`config.mk`:
```
export PLATFORM = sky130hd
export DESIGN_NAME = regfile_wb_ctrl
export DESIGN_NICKNAME = d
export VERILOG_FILES = /design/src/rtl/regfile_wb_ctrl_pkg.sv /design/src/rtl/regfile_wb_ctrl_rr_arbiter.sv /design/src/rtl/regfile_wb_ctrl.sv
export SDC_FILE = /design/constraint.sdc
export NUM_CORES = 1
export LEC_CHECK = 0
export ABC_CLOCK_PERIOD_IN_PS = 4850
export BUFFER_PORTS_ARGS = -buffer_cell sky130_fd_sc_hd__buf_4
export CORE_MARGIN = 5
export CORE_UTILIZATION = 35
export DETAILED_ROUTE_END_ITERATION = 10
export PLACE_DENSITY_LB_ADDON = 0.05
export SLEW_MARGIN = 15
export SYNTH_ARGS = -nofsm -noshare
export SYNTH_HDL_FRONTEND = slang
export SYNTH_HIERARCHICAL = 1
export SYNTH_SLANG_ARGS = --single-unit
```
`constraint.sdc`:
```
create_clock -name clk -period 4.85 [get_ports clk]
set_input_delay 0.97 -clock clk [delete_from_list [all_inputs] [get_ports clk]]
set_output_delay 0.97 -clock clk [all_outputs]
set_load 0.02 [all_outputs]
```
`src/rtl/regfile_wb_ctrl_pkg.sv`:
```
// rtl/regfile_wb_ctrl_pkg.sv - shared constants and types for the register-file write-port controller
package regfile_wb_ctrl_pkg;

    localparam int REQ_ALU  = 0;
    localparam int REQ_LSU  = 1;
    localparam int REQ_MUL  = 2;

    localparam int RD_W     = 5;
    localparam int NUM_REGS = 32;

    localparam logic [31:0] ZERO_WORD = 32'h0000_0000;

    typedef logic [RD_W-1:0] reg_idx_t;

endpackage

```
`src/rtl/regfile_wb_ctrl_rr_arbiter.sv`:
```
// rtl/regfile_wb_ctrl_rr_arbiter.sv - round-robin grant over N_REQ requesters, pointer held inside
module regfile_wb_ctrl_rr_arbiter #(
    parameter int N_REQ = 3
) (
    input  logic                                      clk,
    input  logic                                      rst_n,
    input  logic [N_REQ-1:0]                          i_req,
    output logic [N_REQ-1:0]                          o_gnt,
    output logic [((N_REQ > 1) ? $clog2(N_REQ) : 1)-1:0] o_gnt_idx,
    output logic                                      o_gnt_any
);

    localparam int PTR_W = (N_REQ > 1) ? $clog2(N_REQ) : 1;

    logic [PTR_W-1:0] r_ptr;
    logic [PTR_W:0]   w_cand;
    logic [PTR_W-1:0] w_idx;
    logic [PTR_W-1:0] w_next;
    logic             w_any;

    always_comb begin
        w_cand = '0;
        w_idx  = '0;
        w_any  = 1'b0;
        // Visit requesters starting at the pointer, wrapping modulo N_REQ.
        for (int k = 0; k < N_REQ; k++) begin
            w_cand = {1'b0, r_ptr} + (PTR_W+1)'(k);
            if (w_cand >= (PTR_W+1)'(N_REQ))
                w_cand = w_cand - (PTR_W+1)'(N_REQ);
            if (!w_any && i_req[w_cand[PTR_W-1:0]]) begin
                w_any = 1'b1;
                w_idx = w_cand[PTR_W-1:0];
            end
        end
    end

    always_comb begin
        o_gnt        = '0;
        o_gnt[w_idx] = w_any;
    end

    assign w_next    = (w_idx == PTR_W'(N_REQ - 1)) ? '0 : w_idx + PTR_W'(1);
    assign o_gnt_idx = w_idx;
    assign o_gnt_any = w_any;

    always_ff @(posedge clk or negedge rst_n) begin
        if (!rst_n)
            r_ptr <= '0;
        else if (w_any)
            r_ptr <= w_next;
    end

endmodule

```
`src/rtl/regfile_wb_ctrl.sv`:
```
// rtl/regfile_wb_ctrl.sv - write-port arbitration and outstanding-write scoreboard for the 32x32 register file
module regfile_wb_ctrl
    import regfile_wb_ctrl_pkg::*;
#(
    parameter int N_REQ = 3,
    parameter int CNT_W = 2,
    parameter int XLEN  = 32
) (
    input  logic                    clk,
    input  logic                    rst_n,
    input  logic [N_REQ-1:0]        req_valid,
    input  logic [5*N_REQ-1:0]      req_rd,
    input  logic [XLEN*N_REQ-1:0]   req_data,
    output logic [N_REQ-1:0]        req_ready,
    input  logic                    issue_valid,
    input  logic [4:0]              issue_rd,
    output logic                    issue_ready,
    input  logic [4:0]              rs1,
    input  logic [4:0]              rs2,
    output logic                    rs1_busy,
    output logic                    rs2_busy,
    output logic                    W_en,
    output logic [4:0]              Rd,
    output logic [XLEN-1:0]         Wr_data,
    output logic                    sb_err
);

    localparam logic [CNT_W-1:0] CNT_MAX = {CNT_W{1'b1}};
    localparam int               IDX_W   = (N_REQ > 1) ? $clog2(N_REQ) : 1;

    logic [N_REQ-1:0]  w_gnt;
    logic [IDX_W-1:0]  w_gnt_idx;
    logic              w_xfer;
    reg_idx_t          w_sel_rd;
    logic [XLEN-1:0]   w_sel_data;
    logic              w_inc;
    logic              w_dec;
    logic              w_same;
    logic              w_underflow;

    logic [CNT_W-1:0]  r_cnt [NUM_REGS];
    logic              r_wen;
    reg_idx_t          r_rd;
    logic [XLEN-1:0]   r_wdata;
    logic              r_sb_err;

    regfile_wb_ctrl_rr_arbiter #(.N_REQ(N_REQ)) u_arb (
        .clk       (clk),
        .rst_n     (rst_n),
        .i_req     (req_valid),
        .o_gnt     (w_gnt),
        .o_gnt_idx (w_gnt_idx),
        .o_gnt_any (w_xfer)
    );

    always_comb begin
        w_sel_rd   = '0;
        w_sel_data = '0;
        for (int i = 0; i < N_REQ; i++) begin
            if (w_gnt[i]) begin
                w_sel_rd   = req_rd[i*RD_W +: RD_W];
                w_sel_data = req_data[i*XLEN +: XLEN];
            end
        end
    end

    assign req_ready   = w_gnt;
    assign issue_ready = (issue_rd == '0) || (r_cnt[issue_rd] != CNT_MAX);
    assign w_inc       = issue_valid && issue_ready && (issue_rd != '0);
    assign w_dec       = w_xfer && (w_sel_rd != '0);
    // A same-register issue and retire cancel, so no underflow can come from that pair.
    assign w_same      = w_inc && w_dec && (issue_rd == w_sel_rd);
    assign w_underflow = w_dec && !w_same && (r_cnt[w_sel_rd] == '0);

    // Hazards look at the registered counters only; same-cycle retires are not forwarded.
    assign rs1_busy = (rs1 != '0) && (r_cnt[rs1] != '0);
    assign rs2_busy = (rs2 != '0) && (r_cnt[rs2] != '0);

    always_ff @(posedge clk or negedge rst_n) begin
        if (!rst_n) begin
            for (int i = 0; i < NUM_REGS; i++)
                r_cnt[i] <= '0;
            r_sb_err <= 1'b0;
        end else begin
            for (int i = 1; i < NUM_REGS; i++) begin
                if (w_inc && !w_same && (issue_rd == RD_W'(i)))
                    r_cnt[i] <= r_cnt[i] + CNT_W'(1);
                else if (w_dec && !w_same && (w_sel_rd == RD_W'(i)) && (r_cnt[i] != '0))
                    r_cnt[i] <= r_cnt[i] - CNT_W'(1);
            end
            if (w_underflow)
                r_sb_err <= 1'b1;
        end
    end

    always_ff @(posedge clk or negedge rst_n) begin
        if (!rst_n) begin
            r_wen   <= 1'b0;
            r_rd    <= '0;
            r_wdata <= XLEN'(ZERO_WORD);
        end else begin
            r_wen <= w_xfer && (w_sel_rd != '0);
            if (w_xfer) begin
                r_rd    <= w_sel_rd;
                r_wdata <= w_sel_data;
            end
        end
    end

    assign W_en    = r_wen;
    assign Rd      = r_rd;
    assign Wr_data = r_wdata;
    assign sb_err  = r_sb_err;

endmodule

```
# Yosys cells after proc, flatten, opt, wreduce, memory -nomap -nowiden
# Cells that the tools add are included.
# op_classes
n_reduce_logical	180
mux	98
order_cmp	12
n_eq_ne	65
addsub	68
n_bitwise	5
# op_table
cell	count
$eq 5x5->1 const B	32
$mux 2	77
$reduce_bool 2->1	64
$logic_and 1x1->1	106
$mux 32	3
$eq 5x4->1 const B	16
$add 2x1->2 const B	32
$sub 2x1->2 const B	31
$bmux 2 s5	4
$eq 5x3->1 const B	8
$ge 6x6->1 const B	4
$not 5->6	4
$eq 5x2->1 const B	4
$reduce_bool 5->1	4
$mux 5	3
$lt 2x3->1 const B	4
$eq 5x1->1 const B	2
$mux 1	7
$bmux 1 s2	3
$ge 3x2->1 const B	2
$sub 2x2->2 const B	3
$eq 5x5->1	1
$logic_not 5->1	1
$add 2x1->3 const B	1
10 further kinds	12
# word_totals
inputBits	132
reg_bits	103
output_inout_bits	45

# Logic depth before layout (Yosys ltp)
# depth
ltp_word	29
mapped_depth	19
ltp_nobuf	15

# By module
# Netlist, hierarchy kept.
# modules_own_cells
mod	cells_per_inst	area_each_um2	n_inst
regfile_wb_ctrl	845	7398.3	1
regfile_wb_ctrl_rr_arbiter	40	340.3	1

# Worst setup path before layout
# No wires, ideal clock.
# synth_timing
path_type	input to register
start	input port req_valid[2]
end	register r_cnt[36] (netlist name)
required_time_ps	4721
cell_stages	15
arrival_time_ps	4588
path_slack_ps	132
path_cell_list	mux2i_1 -> o21ai_1 -> nor4_1 -> nor3_2 -> nor3_1 -> nand3b_1 -> a22oi_1 -> or3_1 -> clkbuf_1 -> o21ai_2 -> or3_4 -> buf_2 -> and4_4 -> a311oi_1 -> a21oi_1
# synth_between
elab_chain_len	26
# synth_rtl
item	line	text
from (decl)	regfile_wb_ctrl.sv:11	input logic [N_REQ-1:0] req_valid,
$bmux 1 s2	regfile_wb_ctrl_rr_arbiter.sv:30	if (!w_any && i_req[w_cand[PTR_W-1:0]]) begin
$mux 1 (implied by the code)	regfile_wb_ctrl_rr_arbiter.sv:30	
$mux 1	regfile_wb_ctrl_rr_arbiter.sv:30	
$logic_not 1->1	regfile_wb_ctrl_rr_arbiter.sv:30	
$logic_and 1x1->1	regfile_wb_ctrl_rr_arbiter.sv:30	
$mux 1	regfile_wb_ctrl_rr_arbiter.sv:30	
$logic_not 1->1	regfile_wb_ctrl_rr_arbiter.sv:30	
$logic_and 1x1->1	regfile_wb_ctrl_rr_arbiter.sv:30	
[1 not listed]	-	
net w_gnt_idx[1]	regfile_wb_ctrl.sv:32	logic [IDX_W-1:0] w_gnt_idx;
[5 not listed]	-	
net req_ready[0]	regfile_wb_ctrl.sv:14	output logic [N_REQ-1:0] req_ready,
$mux 5 (*) (3 in a row)	regfile_wb_ctrl.sv:60	if (w_gnt[i]) begin
$reduce_bool 5->1	regfile_wb_ctrl.sv:70	assign w_dec = w_xfer && (w_sel_rd != '0);
$logic_and 1x1->1	regfile_wb_ctrl.sv:70	
$logic_and 1x1->1 (2 in a row)	regfile_wb_ctrl.sv:72	assign w_same = w_inc && w_dec && (issue_rd == w_sel_rd);
$logic_not 1->1	regfile_wb_ctrl.sv:86, regfile_wb_ctrl.sv:88	
$logic_and 1x1->1 (3 in a row)	regfile_wb_ctrl.sv:88	else if (w_dec && !w_same && (w_sel_rd == RD_W'(i)) && (r_cnt[i] != '0))
$reduce_bool 2->1 (no line)	-	
to (signal, indexed assignment)	regfile_wb_ctrl.sv:87	r_cnt[i] <= r_cnt[i] + CNT_W'(1);
to (signal, indexed assignment)	regfile_wb_ctrl.sv:89	r_cnt[i] <= r_cnt[i] - CNT_W'(1);
to (decl)	regfile_wb_ctrl.sv:41	logic [CNT_W-1:0] r_cnt [NUM_REGS];
# The timed path passes the listed nets; every way through them passes the cells marked *. The select of a mux whose other input is x is not followed.
# A chain may end at the register's enable or synchronous reset.

# Final worst setup path
# layout_timing
start	register u_arb.r_ptr[0]
end	register r_cnt[46] (netlist name)
# layout_between
elab_chain_len	28
# layout_rtl
item	line	text
from (decl)	regfile_wb_ctrl_rr_arbiter.sv:15	logic [PTR_W-1:0] r_ptr;
from (signal assigned)	regfile_wb_ctrl_rr_arbiter.sv:50	r_ptr <= w_next;
branches (longest 10 deep; another with $add 2x1->3)	-	
$mux 2 (*)	regfile_wb_ctrl_rr_arbiter.sv:30	
net w_gnt_idx[0]	regfile_wb_ctrl.sv:32	
$lt 2x3->1 (implied by the code) or $ge 2x1->1 (tied branches)	regfile_wb_ctrl_rr_arbiter.sv:39	o_gnt[w_idx] = w_any;
$logic_and 1x1->1 (implied by the code)	regfile_wb_ctrl_rr_arbiter.sv:39	
$mux 1 (implied by the code)	regfile_wb_ctrl_rr_arbiter.sv:39	
$demux 1 s2 (*)	-	
$and 3x3->3 (no line) (*)	-	
$mux 5 (2 in a row)	regfile_wb_ctrl.sv:60	
$mux 5 (*)	regfile_wb_ctrl.sv:60	
$reduce_bool 5->1	regfile_wb_ctrl.sv:70	
$logic_and 1x1->1	regfile_wb_ctrl.sv:70	
$logic_and 1x1->1 (2 in a row)	regfile_wb_ctrl.sv:72	
$logic_not 1->1	regfile_wb_ctrl.sv:86, regfile_wb_ctrl.sv:88	
$logic_and 1x1->1 (3 in a row)	regfile_wb_ctrl.sv:88	
$reduce_bool 2->1 (no line)	-	
# Mark *: on every way through the listed nets, which the timed path passes. The select of a mux whose other input is x is not followed.

==> run_results.csv <==
group,metric,value,unit
placed_design,io_buffers,176,
worst_setup_path,critical_path.max_stage_delay,480,ps
clock_tree,post_cts_resized,0,
clock_tree,cts_max_level,3,
synthesis,synth-compound-area-share,30.49,%
pwr,power_leakage,4.062,nW
grt,overflow,0,
placed_design,hpwl,21410,um
timing,period_share,92.06,%
min_path,hp-class,"flop to flop",
clock_tree,clock_path_buffers,2,
timing,hold_viol,0,
pwr,p_per_area,912.1,mW/mm^2
synthesis,yosysTopAreaCellShare,33.31,%
synthesis,synth_fa_ha_area_share,0.6467,%
detailed_routing,wirelength,28860,um
worst_setup_path,cpMaxStageDelayCell,"or3_4",
run,cap_viol_max_count,0,
grt,grt_start_max_net_pins,65,
clock_tree,hold_buffers,0,
timing,setup_viol,0,
synthesis,async_flop_share,100.0,%
synthesis,yosysSeqAreaShare,33.31,%
floorplan,die_y,158.7,um
floorplan,rows,54,
pwr,vdd_drop_max,0.5036,mV
floorplan,die-width,158.7,um
clock_tree,post_cts_buffers,0,
synthesis,synthCells,885,
grt,grt_use_total,22.84,%
detailed_routing,vias,7834,
synthesis,syn_area,0.007739,mm^2
grt,grt_pass1_wl,44550,um
detailed_routing,drtIter0Drc,635,
worst_setup_path,cp.buffers_inverters,3,
synthesis,synth_seq_cells,103,
placed_design,pre_cts_slack,209.6,ps
pwr,p_total,8.767,mW
layout,area_growth,24.20,%
outcome,status,"complete, no violations",
worst_setup_path,cp-end-kind,"flop",
layout,nets,1171,
synthesis,synthFlopType,"dfrtp_1",
timing,fmax,224.0,MHz
timing,fin_crit,4465,ps
timing,clock_skew,17.91,ps
worst_setup_path,start_kind,"flop",
clock_tree,numCtsBuffers,9,
timing,tns,0,ps
grt,antenna_found_initial,0,
synthesis,synth.area.top_cells,"dfrtp_1 (33%), o21ai_0 (6.3%), mux2_2 (5.5%)",
floorplan,die_area,0.02518,mm^2
layout,drive_gt1_share,30.03,%
synthesis,synth.distinct_cells,73,
worst_setup_path,critPathMaxFanout,22,
timing,post-route-worst-setup-slack,384.9,ps
floorplan,design.core.area,0.02182,mm^2
synthesis,muxShareOfSynthArea,11.84,%
synthesis,syn-num-nets,1021,
worst_setup_path,required,5080,ps
synthesis,synth_top_area_cell,"dfrtp_1",
detailed_routing,drt_first_pass_iters,6,
detailed_routing,wl_per_cell,21.88,um
placed_design,place_inst,1304,
timing,grt_setup_unrepaired,"no",
layout,layoutNonFillerInstCount,1319,
synthesis,synthSimpleGateAreaFrac,17.98,%
clock_tree,clkTransAtPathRegs,90,ps
synthesis,synth-xor-area-share,0.2264,%
synthesis,synth_top_family_by_area,"compound AO/OA/AOI/OAI gates",
detailed_routing,via_per_inst,5.939,
grt,grt_pass1_vias,7620,
clock_tree,clockRootBuffer,"clkbuf_16",
synthesis,yosys_warnings,10,
clock_tree,cts_tree,"built",
floorplan,initial_core_util,35.46,%
synthesis,synth-edff-count,0,
timing,slew_viol_final,0,
worst_setup_path,reg2reg_setup_slack,380,ps
timing,max_slew_margin,31.30,%
clock_tree,clock_latency,370,ps
placed_design,place_congestion,0.8952,
detailed_routing,drc,0,
worst_setup_path,worst_ep_arrival_time,4700,ps
synthesis,synth_area_per_cell,8.744,um^2
worst_setup_path,worstPathCellList,"inv_1, ha_1, o21ai_1, o211ai_1, a21oi_2, nor3_1, buf_4, nand3b_1, o31ai_1, a2111o_1, a2111o_1, or3_4, buf_4, and4_4, a311oi_1, a21oi_1",
timing,worst_pin_slew,1024,ps
clock_tree,cts.sinks,103,
worst_setup_path,criticalPathCategory,"flop to flop",
detailed_routing,antenna_left,0,
floorplan,io_pins,177,
worst_setup_path,worst_path_dominant_cell_family,"compound AO/OA/AOI/OAI gates",
layout,n_antenna_cell,0,
==> final cells by class <==
type	instances	area [um^2]
Tap cell	280	350.3
Inverter	29	108.9
Timing Repair Buffer	205	1539
Clock buffer	9	225.2
Sequential cell	103	2577
Fill cell	2198	12210
Clock inverter	6	52.55
Multi-Input combinational cell	687	4758
==> layout by cell type (no fill, tap or decap), drive strengths merged, types with 22 or more instances in the layout <==
cell type    n
nand3       22
inv         32
a21oi       56
mux2        38
a211oi      33
nor2        41
a22oi       47
nand2       70
buf        205
nor3        37
dfrtp      103
o21ai      121
==> cells by family (layout without fill, tap and decap cells) <==
group                      count (synthesis)  after routing
AOI/OAI and AO/OA                        360            360
xor gates and xnor gates                   2              2
adders and majority gates                  4              4
buffers and inverters                     95            249
DFF                                      103            103
muxes                                     63             63
and+or+nand+nor                          258            258
==> routing by layer <==
layer	wire, um	GRT usage (%)	up-vias
met5	0	0	-
met4	293	4.184	0
met3	2545	5.463	26
met2	13360	36.21	325
met1	12650	32.13	3772
li1	-	-	3711
==> worst register-to-register path, stage by stage, from the launching register on <==
cell	delay, ps
dfrtp_1	400
inv_1	80
ha_1	420
o21ai_1	400
o211ai_1	270
a21oi_2	250
nor3_1	80
buf_4	170
nand3b_1	110
o31ai_1	80
a2111o_1	400
a2111o_1	460
or3_4	480
buf_4	220
and4_4	200
a311oi_1	260
a21oi_1	60
==> stage by stage <==
stage	area, um^2	utilization [%]	hold slack [ps]
CTS	9612	44.04	516.5
global placement	9334	42.77	487.8
floorplan	7739	-	453.3
finish	9612	44.04	509.0
detailed placement	9334	42.77	496.7
global route	9612	44.04	531.1
==> cells in the mapped netlist (all sizes together) (12+ instances only) <==
master  count
buf        29
nand3      22
inv        29
dfrtp     103
clkbuf     37
a211oi     33
nor2b      13
nor2       41
mux2       38
a21o       18
a31oi      12
a22oi      47
nor3       37
nand2      70
mux4       19
o21ai     121
a21oi      56
==> state kept, by name, summed over array words and instances, names as in the netlist <==
signal / cells
Wr_data: 32
r_cnt: 62
u_arb/r_ptr: 2
W_en: 1
Rd: 5
sb_err: 1
==> path summary, 6_finish.rpt <==
path                                     start           to  depth (start not counted)
worst max-delay path            u_arb/r_ptr[0]    r_cnt[46]                         16
worst min-delay path                 r_cnt[32]    r_cnt[32]                          1
worst max register to register  u_arb/r_ptr[0]    r_cnt[46]                         16
worst min register to register       r_cnt[32]    r_cnt[32]                          1
max in group asynchronous                rst_n  Wr_data[29]                          2
min in group asynchronous                rst_n    r_cnt[24]                          1
==> power breakdown <==
group | switching (mW) | internal [mW] | leakage (nW)
clock network | 0.367 | 0.355 | 0.139
logic | 3.99 | 2.40 | 2.70
registers | 0.403 | 1.25 | 1.22
Note: power is estimated with default switching activity, not from simulation.
